--- src/rtl/audio_pkg.sv ---
// Shared constants for the voice pool mixer: default widths, mix mode
// encodings and the mixer state encoding.
package audio_pkg;

  localparam int DEFAULT_NUM_VOICES = 8;
  localparam int DEFAULT_SAMPLE_W   = 16;
  localparam int DEFAULT_NOTE_W     = 15;

  localparam int MIX_AVG = 0;
  localparam int MIX_SAT = 1;

  typedef logic [1:0] mix_state_t;

  localparam mix_state_t ST_IDLE  = 2'd0;
  localparam mix_state_t ST_ACCUM = 2'd1;
  localparam mix_state_t ST_OUT   = 2'd2;

endpackage

--- src/rtl/priority_select.sv ---
// Lowest-index one-hot grant over a request vector of any width.
module priority_select #(
  parameter int WIDTH = 8
) (
  input  logic [WIDTH-1:0] req,
  output logic [WIDTH-1:0] grant,
  output logic             any
);

  // Two's-complement trick isolates the lowest set bit.
  assign grant = req & (~req + WIDTH'(1));
  assign any   = |req;

endmodule

--- src/rtl/voice_pool_mixer.sv ---
// Voice allocator (free-first, round-robin steal when full) plus a
// sequential mixer that sums one captured voice per cycle.
module voice_pool_mixer
  import audio_pkg::*;
#(
  parameter int NUM_VOICES = DEFAULT_NUM_VOICES,
  parameter int SAMPLE_W   = DEFAULT_SAMPLE_W,
  parameter int NOTE_W     = DEFAULT_NOTE_W,
  parameter int MIX_MODE   = MIX_AVG
) (
  input  logic                         clk,
  input  logic                         reset,
  input  logic                         note_valid,
  output logic                         note_ready,
  input  logic [NOTE_W-1:0]            note_in,
  input  logic [NUM_VOICES-1:0]        voice_busy,
  output logic [NUM_VOICES-1:0]        voice_load,
  output logic [NOTE_W-1:0]            voice_note,
  input  logic [NUM_VOICES*SAMPLE_W-1:0] voice_samples,
  input  logic                         generate_next_sample,
  output logic                         new_sample_ready,
  output logic [SAMPLE_W-1:0]          out_sample,
  output logic [7:0]                   steal_count,
  output mix_state_t                   mix_state
);

  localparam int LOG2N = $clog2(NUM_VOICES);
  localparam int AW    = SAMPLE_W + LOG2N;
  localparam logic signed [AW-1:0] SAT_MAX = {{(LOG2N+1){1'b0}}, {(SAMPLE_W-1){1'b1}}};
  localparam logic signed [AW-1:0] SAT_MIN = {{(LOG2N+1){1'b1}}, {(SAMPLE_W-1){1'b0}}};

  logic                  note_ready_q, note_ready_d;
  logic [NUM_VOICES-1:0] voice_load_q, voice_load_d;
  logic [NOTE_W-1:0]     voice_note_q, voice_note_d;
  logic [LOG2N-1:0]      steal_ptr_q, steal_ptr_d;
  logic [7:0]            steal_count_q, steal_count_d;

  logic [NUM_VOICES-1:0] free_grant;
  logic [NUM_VOICES-1:0] steal_onehot;
  logic                  free_any;
  logic                  accept;

  priority_select #(.WIDTH(NUM_VOICES)) u_free_sel (
    .req   (~voice_busy),
    .grant (free_grant),
    .any   (free_any)
  );

  // Handshake: a note is taken when note_valid and note_ready are both high
  // on a rising edge; note_ready drops only in the cycle voice_load is driven.
  assign accept       = note_valid & note_ready_q;
  assign steal_onehot = NUM_VOICES'(1) << steal_ptr_q;

  always_comb begin
    note_ready_d  = 1'b1;
    voice_load_d  = '0;
    voice_note_d  = voice_note_q;
    steal_ptr_d   = steal_ptr_q;
    steal_count_d = steal_count_q;
    if (accept) begin
      note_ready_d = 1'b0;
      voice_note_d = note_in;
      if (free_any) begin
        voice_load_d = free_grant;
        // Skip a voice we just filled so it is not the next one stolen.
        if (free_grant == steal_onehot) steal_ptr_d = steal_ptr_q + LOG2N'(1);
      end else begin
        voice_load_d = steal_onehot;
        steal_ptr_d  = steal_ptr_q + LOG2N'(1);
        if (steal_count_q != 8'hFF) steal_count_d = steal_count_q + 8'd1;
      end
    end
  end

  mix_state_t                    state_q, state_d;
  logic [LOG2N-1:0]              cnt_q, cnt_d;
  logic signed [AW-1:0]          acc_q, acc_d;
  logic [NUM_VOICES*SAMPLE_W-1:0] samples_q, samples_d;
  logic [SAMPLE_W-1:0]           out_sample_q, out_sample_d;
  logic                          nsr_q, nsr_d;

  logic [SAMPLE_W-1:0]           cur_sample;
  logic signed [AW-1:0]          acc_sum;
  logic [SAMPLE_W-1:0]           mix_result;

  assign cur_sample = samples_q[cnt_q*SAMPLE_W +: SAMPLE_W];
  assign acc_sum    = acc_q + {{LOG2N{cur_sample[SAMPLE_W-1]}}, cur_sample};

  always_comb begin
    mix_result = acc_sum[LOG2N +: SAMPLE_W];
    if (MIX_MODE == MIX_SAT) begin
      if (acc_sum > SAT_MAX)      mix_result = SAT_MAX[SAMPLE_W-1:0];
      else if (acc_sum < SAT_MIN) mix_result = SAT_MIN[SAMPLE_W-1:0];
      else                        mix_result = acc_sum[SAMPLE_W-1:0];
    end
  end

  // The result is registered on the last ACCUM edge so the pulse and the
  // new sample both appear in the OUT cycle, NUM_VOICES+1 after the request.
  always_comb begin
    state_d      = state_q;
    cnt_d        = cnt_q;
    acc_d        = acc_q;
    samples_d    = samples_q;
    out_sample_d = out_sample_q;
    nsr_d        = 1'b0;
    case (state_q)
      ST_IDLE: begin
        if (generate_next_sample) begin
          samples_d = voice_samples;
          acc_d     = '0;
          cnt_d     = '0;
          state_d   = ST_ACCUM;
        end
      end
      ST_ACCUM: begin
        acc_d = acc_sum;
        cnt_d = cnt_q + LOG2N'(1);
        if (cnt_q == LOG2N'(NUM_VOICES - 1)) begin
          out_sample_d = mix_result;
          nsr_d        = 1'b1;
          state_d      = ST_OUT;
        end
      end
      default: state_d = ST_IDLE;
    endcase
  end

  always_ff @(posedge clk) begin
    if (reset) begin
      note_ready_q  <= 1'b1;
      voice_load_q  <= '0;
      voice_note_q  <= '0;
      steal_ptr_q   <= '0;
      steal_count_q <= '0;
      state_q       <= ST_IDLE;
      cnt_q         <= '0;
      acc_q         <= '0;
      samples_q     <= '0;
      out_sample_q  <= '0;
      nsr_q         <= 1'b0;
    end else begin
      note_ready_q  <= note_ready_d;
      voice_load_q  <= voice_load_d;
      voice_note_q  <= voice_note_d;
      steal_ptr_q   <= steal_ptr_d;
      steal_count_q <= steal_count_d;
      state_q       <= state_d;
      cnt_q         <= cnt_d;
      acc_q         <= acc_d;
      samples_q     <= samples_d;
      out_sample_q  <= out_sample_d;
      nsr_q         <= nsr_d;
    end
  end

  assign note_ready       = note_ready_q;
  assign voice_load       = voice_load_q;
  assign voice_note       = voice_note_q;
  assign steal_count      = steal_count_q;
  assign out_sample       = out_sample_q;
  assign new_sample_ready = nsr_q;
  assign mix_state        = state_q;

endmodule

--- config.mk ---
export PLATFORM = sky130hd
export DESIGN_NAME = voice_pool_mixer
export DESIGN_NICKNAME = d
export VERILOG_FILES = /design/src/rtl/audio_pkg.sv /design/src/rtl/priority_select.sv /design/src/rtl/voice_pool_mixer.sv
export SDC_FILE = /design/constraint.sdc
export NUM_CORES = 1
export LEC_CHECK = 0
export CAP_MARGIN = 40
export CORE_ASPECT_RATIO = 2
export CORE_MARGIN = 2
export CORE_UTILIZATION = 41
export DETAILED_ROUTE_END_ITERATION = 6
export PLACE_DENSITY = 0.7
export SETUP_SLACK_MARGIN = 0.3
export SLEW_MARGIN = 20
export SYNTH_ARGS = -nofsm -noshare
export SYNTH_HDL_FRONTEND = slang
export SYNTH_SLANG_ARGS = --single-unit
--- constraint.sdc ---
create_clock -name clk -period 9.7 [get_ports clk]
set_clock_uncertainty 0.2 [all_clocks]
set_input_delay 1.455 -clock clk [delete_from_list [all_inputs] [get_ports clk]]
set_output_delay 1.455 -clock clk [all_outputs]
set_load 0.02 [all_outputs]
# After elaboration in Yosys (flattened, before gate mapping)
# Index checks and enable logic that the tools add are counted.
# totals
ff_bits	204
in_bits	155
out_inout_bits	51
elab_cells	55
# classes
add_sub_neg	5
n_eq_ne	7
shifts	2
n_mux	12
bitwise	7
reduce_logical	11
# ops
op	count
$shiftx 128x8->16	1
$pmux 19 s2	1
$add 19x19->19	1
$mux 19	1
$add 8x1->8 const B	2
$not 8->8	2
$reduce_and 2->1	5
$mux 3	3
$and 8x8->8	1
$eq 8x8->1	1
$mux 8	1
$ne 8x8->1 const B	1
$reduce_or 8->1	1
$shl 1x3->8 const A	1
$add 3x1->3 const B	2
$pmux 3 s2	1
$mux 2	2
$ne 2x2->1 const B	2
$pmux 2 s2	1
$reduce_or 2->1	2
$eq 3x3->1 const B	1
$not 1->1	3
$reduce_and 3->1	1
$eq 2x1->1 const B	1
5 further kinds	6

# Logic depth before layout (Yosys ltp)
# Gate-level depths: netlist of run 1.
# depth
ltp_word	7
ltp_mapped	14
ltp_nobuf	12

# Cells and area by module
# Synthesis of run 1 repeated with hierarchy kept, for this count alone.
# hier_totals
cells_unflattened	1118
hier_area_um2	9355.2
# by_module_without_submodules
mod	n_inst	cells_per_inst	area_each_um2	seq_area_each_um2
voice_pool_mixer	1	1106	9258.9	4083.9
priority_select	1	12	96.3	0.0

# Worst setup path before layout of run 1
# Ideal clock, no wire load.
# synth_path
kind	flip-flop to flip-flop
startpoint	register cnt_q[0]
endpoint	register acc_q[16]
setup_ns	0.120
arrival_ns	3.237
t_required_ns	9.380
slack_ns	6.144
path_stages_with_launch	13
path_buffers	2
period_less_slack_ns	3.556
path_cell_list	dfxtp_1 > buf_6 > buf_2 > mux4_2 > mux2_2 > ha_1 > a21o_1 > a211o_1 > o21ai_0 > o21ai_1 > a211oi_2 > nor4_1 > a211o_1
# synth_via
elab_chain_len	3
# synth_lines
item	line	text
start, declared	voice_pool_mixer.sv:76	logic [LOG2N-1:0] cnt_q, cnt_d;
start signal, assigned	voice_pool_mixer.sv:149	cnt_q <= cnt_d;
$shiftx 128x8->16	voice_pool_mixer.sv:86	assign cur_sample = samples_q[cnt_q*SAMPLE_W +: SAMPLE_W];
$add 19x19->19	voice_pool_mixer.sv:87	assign acc_sum = acc_q + {{LOG2N{cur_sample[SAMPLE_W-1]}}, cur_sample};
$pmux 19 s2	voice_pool_mixer.sv:107	case (state_q)
end signal, assigned	voice_pool_mixer.sv:138	acc_q <= '0;
end signal, assigned	voice_pool_mixer.sv:150	acc_q <= acc_d;
end, declared	voice_pool_mixer.sv:77	logic signed [AW-1:0] acc_q, acc_d;
# No other way between the ends.
# A chain may end at the register's enable or synchronous reset.

# Final worst setup path of run 1
# layout_path
startpoint	register cnt_q[0]
endpoint	register out_sample_q[12], in the netlist out_sample[12]
# layout_via
elab_chain_len	2
elab_cells_between_ends	4
classes_between	add/sub (1); eq/ne (1); shift (1); reduce/logical (1)
# layout_lines
item	line	text
$shiftx 128x8->16 or $eq 3x3->1 (tied branches)	voice_pool_mixer.sv:86, voice_pool_mixer.sv:119	
$add 19x19->19 or $reduce_and 2->1 (tied branches)	-	
end signal, assigned	voice_pool_mixer.sv:152	out_sample_q <= out_sample_d;
end, declared	voice_pool_mixer.sv:79	logic [SAMPLE_W-1:0] out_sample_q, out_sample_d;
# Parallel ways exist; a longest one is shown, timed or not.

==> results_dict.tcl, run 1 <==
set metrics [dict create \
    status "completed" \
    grt_pass1_wl_um 43700 \
    cts_buffer_depth 3 \
    rr_endpoint "out_sample[12]" \
    initialDrtViolationCount 507 \
    p_leak_nw 4.67 \
    multi_input_gate_area_um2 5030 \
    clock_transition_at_path_regs_ns 0.07 \
    timing.critical_path.slowest_cell_delay_ns 0.59 \
    die_height_um 219 \
    timing.critical_path.arrival_ns 4.23 \
    cts_sinks 204 \
    timing.max_cap.violations 0 \
    cp-end-kind "flip-flop" \
    hold_start "voice_note[14]" \
    yosysSeqAreaShare 0.432 \
    timing.max_slew.rel_slack 0.546 \
    fin_nets 1470 \
    worstPathRequired_ns 9.90 \
    biggest_fanout_along_the_worst_timing_path 35 \
    synthesis.nets 1311 \
    drt_pre_antenna_iters 5 \
    tightest_slew_ns 0.680 \
    worst_path_max_delay_cell "sky130_fd_sc_hd__mux4_2" \
    timing.rr.start "cnt_q[0]" \
    timing.critical_path.cells "buf_4 > mux4_2 > mux2i_1 > inv_1 > ha_1 > a21oi_1 > nand4b_1 > a21oi_1 > o2111ai_1 > a311oi_2 > nor4b_1 > a211o_1" \
    worst_path_most_repeated_cell "sky130_fd_sc_hd__a21oi_1" \
    area.sequential_um2 4090 \
    synth.distinct_cells 67 \
    yosysMostFrequentCell "sky130_fd_sc_hd__nand2_1" \
    cts_made_buffers 19 \
    final-instance-count-excl-fill 1580 \
    vias_in_the_first_global_route 8746 \
    total_standard_cell_area_after_synthesis_um2 9460 \
    grt_antenna_before_repair 0 \
    cts.htree.levels 1 \
    finalHoldViolations 0 \
    initial_utilization 0.418 \
    fraction_of_final_layout_cells_sized_beyond_drive_strength_1 0.0823 \
    synthDominantAreaCellType "sky130_fd_sc_hd__dfxtp_1" \
    cts_hold_buf 0 \
    post-cts-setup-buffer-count 0 \
    cts_tree "built" \
    synth-main-ff-cell "sky130_fd_sc_hd__dfxtp_1" \
    routed-via-count 8578 \
    die_x_um 111 \
    reg2reg_depth 12 \
    number_of_enable_flip_flop_cells_after_synthesis 0 \
    yosysWarningCount 0 \
    global_route.overflow_total 0 \
    root_buffer "sky130_fd_sc_hd__clkbuf_16" \
    core_area_um2 22600 \
    holdPathStages 2 \
    setup-violations-final 0 \
    ys_ff_latch 204 \
    synthTopCellsByCount "sky130_fd_sc_hd__nand2_1, sky130_fd_sc_hd__dfxtp_1, sky130_fd_sc_hd__a21oi_1" \
    gp_congestion 0.934 \
    worst_hold_path_type "flip-flop to flip-flop" \
    post_drt_via_cell_ratio 5.43 \
    cts_repair_resize_count 0 \
    global_route.usage.total 0.223 \
    post-route-min-period_ns 4.03 \
    grt_setup_unrepaired "false" \
    achievable-frequency_ghz 0.248 \
    clock_latency_ns 0.51 \
    synthTopCellsByArea "sky130_fd_sc_hd__dfxtp_1, sky130_fd_sc_hd__nand2_1, sky130_fd_sc_hd__a21oi_1" \
    core.rowCount 78 \
    max-vdd-ir-drop_uv 114 \
    final_min_period_over_clock_period 0.415 \
    largest_net_degree_at_the_start_of_global_routing 115 \
    synth.avg_cell_area_um2 8.38 \
    route.final.wire_length_um 27800 \
    reg2reg_setup_slack_ns 5.67 \
    route.detailed.wl_per_inst_um 17.6 \
    fill_cells 2118 \
    drc 0 \
    place.port_buffers 205 \
    antenna_left 0 \
    worst_hold_slack_ns 0.251 \
    drv_slew 0 \
    netlist.area_leader.share 0.432 \
    syn_inst 1128 \
    timing_worst_setup_path_type "flip-flop to flip-flop" \
    critical_path.startpoint_type "flip-flop" \
    hold_end "voice_note[14]" \
    power.density_cell_area_nw_per_um2 158 \
    antennaDiodeCount 0 \
    hpwl_um 20300 \
    critPathLaunch "cnt_q[0]" \
    total_placed_cells_including_tap_cells 1544 \
    fin_setup_tns_ns 0 \
    ys_async_sr_fraction 0 \
    die_area_um2 24400 \
    layout-area-overhead-vs-synth_pct 31.0 \
    top_level_ports 206 \
]
## final cells by class
type	count	share of cell area
inverter	10	0.00303
tap	280	0.0283
multi-input combinational	834	0.406
timing repair buffer	218	0.182
sequential	204	0.330
clock buffer	24	0.0423
clock inverter	10	0.00919
## routing by layer
layer	part of all wire	vias to the layer above	track usage
met5	0	-	0
met4	0.054	0	0.123
met3	0.037	74	0.0210
met2	0.56	252	0.443
met1	0.35	4043	0.222
li1	-	4209	-
## worst max path at each step
stage	slack, ns	cells past startpoint	end
finish	5.67	12	out_sample[12]
global route	5.41	11	acc_q[16]
CTS	5.69	12	acc_q[15]
detailed placement	5.70	12	acc_q[15]
global placement	5.72	12	out_sample[12]
floorplan	6.14	12	acc_q[16]
## worst max-delay path: cells and delay by family, from the launching register on
family,cells,cell delay (ns)
compound gates,5,1.33
mux,2,0.85
buf+inv,2,0.60
simple gates,2,0.32
flops,1,0.31
fa+ha+maj,1,0.28
## kinds of logic (layout without fill, tap and decap cells)
family	after synthesis	after routing	share of synthesized area
muxes	50	50	0.0975
DFF	204	204	0.432
and+or+nand+nor	487	487	0.227
AOI/OAI and AO/OA	252	252	0.151
xor gates and xnor gates	17	17	0.0172
adders and majority gates	28	28	0.0378
buffers and inverters	90	262	0.0378
## per-stage QoR
stage	utilization	setup slack, ns	cell area [um2]	power, W
3_5_place_dp	0.517	5.70	11700	0.00120
3_3_place_gp	0.512	5.72	11600	0.00119
4_1_cts	0.545	5.69	12300	0.00197
5_1_grt	0.547	5.41	12400	0.00203
6_report	0.547	5.67	12400	0.00196
2_1_floorplan	-	6.14	9460	0.00107
## sequential cells by signal (all words and copies together), names as in the netlist
name / flops
out_sample: 16
note_ready: 1
steal_count: 8
samples_q: 128
mix_state: 2
voice_note: 15
cnt_q: 3
voice_load: 8
steal_ptr_q: 3
acc_q: 19
new_sample_ready: 1
## report_power, final
part | total, W | switching (W) | internal [W] | leakage, nW
clock | 0.000774 | 0.000335 | 0.000440 | 0.303
combinational | 0.000286 | 0.000147 | 0.000138 | 2.70
sequential | 0.000900 | 0.0000221 | 0.000878 | 1.67
## layout by cell type, fill, tap and decap left out, types with 9 or more instances in the layout
cell type                         instances
sky130_fd_sc_hd__a21o_1                   9
sky130_fd_sc_hd__nand2_1                344
sky130_fd_sc_hd__inv_1                   10
sky130_fd_sc_hd__nand2b_1                10
sky130_fd_sc_hd__xor2_1                  10
sky130_fd_sc_hd__o21ai_0                 14
sky130_fd_sc_hd__ha_1                    27
sky130_fd_sc_hd__nor3_1                  14
sky130_fd_sc_hd__nor2_1                  34
sky130_fd_sc_hd__nand3_1                 21
sky130_fd_sc_hd__a21oi_1                187
sky130_fd_sc_hd__clkdlybuf4s50_1        204
sky130_fd_sc_hd__clkbuf_16               19
sky130_fd_sc_hd__mux2_2                  14
sky130_fd_sc_hd__dfxtp_1                203
sky130_fd_sc_hd__mux4_2                  32
No activity file was read; power rests on OpenSTA's default activity.
==> run 2: changes to the inputs <==
Settings changed: PLACE_DENSITY 0.7 to 0.72.
Clock period 9.7 ns to 3.4 ns, I/O delays scaled along.
==> run 2 against run 1 <==
Combinational power grew to 3.2 times the previous value. Worst hold slack worse by 0.040 ns. Cell count grew 2.5%. Register-to-register slack worse by 5.7 ns. Routed wire length increased by 5.7%. Via count increased by 3.4%. Die area stayed put. Fmax grew 19%. Sequential power rose to 2.9 times the previous value. Cell area grew 6.3%. Sequential share of layout area is 1.9 points lower. Total power rose to 2.9 times the previous value.
==> results_dict.tcl, run 2 (synthesis results as in run 1) <==
set metrics [dict create \
    stdcell_area_um2 13200 \
    global_route.usage.total 0.234 \
    root_buffer "sky130_fd_sc_hd__clkbuf_16" \
    cts_hold_buf 0 \
    post-route-min-period_ns 3.38 \
    holdPathStages 2 \
    die_x_um 111 \
    hold_end "voice_note[9]" \
    hpwl_um 21500 \
    final_min_period_over_clock_period 0.995 \
    worst_hold_path_type "input pin to flip-flop" \
    cts_made_buffers 19 \
    top_layer "met4" \
    tightest_slew_ns 0.750 \
    layout-area-overhead-vs-synth_pct 39.3 \
    cts_buffer_depth 3 \
    power.density_cell_area_nw_per_um2 437 \
    clock_latency_ns 0.50 \
    total_placed_cells_including_tap_cells 1568 \
    drc 0 \
    power_frac_clock 0.391 \
    biggest_fanout_along_the_worst_timing_path 6 \
    finalHoldViolations 0 \
    drt_pre_antenna_iters 6 \
    placedInstanceArea_um2 12000 \
    top_level_ports 206 \
    share_seq_of_total_power 0.449 \
    largest_register_ffs 128 \
    rr_endpoint "out_sample[13]" \
    final-instance-count-excl-fill 1619 \
    fin_setup_tns_ns 0 \
    place.port_buffers 205 \
    p_leak_nw 4.91 \
    grt_pass1_wl_um 45500 \
    timing.rr.start "cnt_q[0]" \
    layout.cells.most_common_list "sky130_fd_sc_hd__nand2_1, sky130_fd_sc_hd__clkdlybuf4s50_1, sky130_fd_sc_hd__dfxtp_1" \
    vias_in_the_first_global_route 8965 \
    core_area_um2 22600 \
    initial_utilization 0.418 \
    core.rowCount 78 \
    cp-end-kind "flip-flop" \
    critical_path.startpoint_type "flip-flop" \
    met3WireLength_um 1120 \
    timing.max_cap.violations 0 \
    achievable-frequency_ghz 0.296 \
    fin_nets 1508 \
    placement.setup.worst_slack_ns 0.000671 \
    pwr-share-comb 0.160 \
    antenna_left 0 \
    swShare 0.264 \
    post_drt_via_cell_ratio 5.48 \
    global_route.overflow_total 0 \
    die_area_um2 24400 \
    final_common_cell "sky130_fd_sc_hd__nand2_1" \
    report.power.total_w 0.00576 \
    fraction_of_final_layout_cells_sized_beyond_drive_strength_1 0.158 \
    drv_slew 0 \
    routed-via-count 8867 \
    hold_start "reset" \
    cts.htree.levels 1 \
    timing.critical_path.cells "buf_12 > mux4_2 > mux2_4 > ha_4 > a21o_1 > a211o_1 > o21ai_4 > o21ai_4 > a211oi_4 > nor4_2 > a211o_1" \
    reg2reg_depth 11 \
    route.final.wire_length_um 29300 \
    dr_wl_met2_um 16100 \
    setup-violations-final 0 \
    grt_setup_unrepaired "true" \
    worst_path_max_delay_cell "sky130_fd_sc_hd__mux4_2" \
    net_switching_power_figure_w 0.00152 \
    route.detailed.wl_per_inst_um 18.1 \
    timing.critical_path.arrival_ns 3.57 \
    wl_met1_um 9920 \
    gp_congestion 0.925 \
    timing.critical_path.slowest_cell_delay_ns 0.57 \
    layout_setup_ws_ns 0.0163 \
    largest_net_degree_at_the_start_of_global_routing 78 \
    cts_sinks 204 \
    reg2reg_setup_slack_ns 0.02 \
    grt_antenna_before_repair 1 \
    timing_worst_setup_path_type "flip-flop to flip-flop" \
    register_ranked_first_by_flip_flop_count "samples_q" \
    status "completed" \
    clock_transition_at_path_regs_ns 0.07 \
    initialDrtViolationCount 382 \
    cts_tree "built" \
    timing.max_slew.rel_slack 0.500 \
    max-vdd-ir-drop_uv 403 \
    die_height_um 219 \
    worstPathRequired_ns 3.58 \
    intPower_w 0.00424 \
]
-- run 2: changes by cell type in the layout (fill, tap and decap cells not counted), sizes merged --
cell	change
inv	+3
clkinvlp	-2
buf	+38
diode	+1
clkbuf	-1
-- run 2: worst max-delay path by stage --
| stage | from | endpoint | slack (ns) | cells past startpoint |
|---|---|---|---|---|
| finish | cnt_q[0] | out_sample[13] | 0.02 | 11 |
| global placement | cnt_q[0] | out_sample[15] | 0.06 | 12 |
| global route | cnt_q[0] | out_sample[13] | -0.07 | 11 |
| detailed placement | cnt_q[0] | acc_q[15] | 0.0007 | 12 |
| CTS | cnt_q[0] | acc_q[15] | 0.04 | 12 |
| floorplan | cnt_q[0] | out_sample[15] | 0.20 | 13 |
-- run 2: per-layer routing --
layer,global-route usage,up-vias
li1,-,4284
met1,0.230,4196
met2,0.455,285
met3,0.0240,102
met4,0.155,0
met5,0,-
-- run 2: layout make-up --
cell class | count | area (um2)
timing repair buffer | 256 | 2600
inverter | 10 | 37.5
sequential | 204 | 4090
clock inverter | 11 | 129
fill | 1975 | 9470
antenna | 1 | 2.50
multi-input combinational | 834 | 5450
clock buffer | 23 | 520
tap | 280 | 350
-- run 2: per-stage QoR --
stage / hold slack [ns] / util
after floorplan: 0.222 / -
after global placement: 0.237 / 0.531
after detailed placement: 0.240 / 0.532
after CTS: 0.204 / 0.574
after global routing: 0.222 / 0.582
final: 0.211 / 0.582
-- run 2: critical path: cells and delay by family, from the launching register on --
family                     cells  cell delay [ns]
AOI/OAI and AO/OA              6             1.35
muxes                          2             0.87
DFF                            1             0.40
adders and majority gates      1             0.22
buffers and inverters          1             0.13
and+or+nand+nor                1             0.10
-- run 2: repair_timing --
| action | in CTS | in global routing |
|---|---|---|
| resized for setup | 27 | 41 |
| setup buffers | 12 | 2 |
| cloned | 2 | 0 |
| setup endpoints to repair | 24 | 26 |
| pin swaps | 12 | 7 |
-- run 2: power by group through the flow --
stage / logic (W) / registers, W / clock network [W]
after floorplan: 0.000468 / 0.00262 / 0
after global routing: 0.000998 / 0.00259 / 0.00236
final: 0.000922 / 0.00259 / 0.00225
after global placement: 0.000835 / 0.00263 / 0
after CTS: 0.000901 / 0.00258 / 0.00229
after detailed placement: 0.000848 / 0.00264 / 0
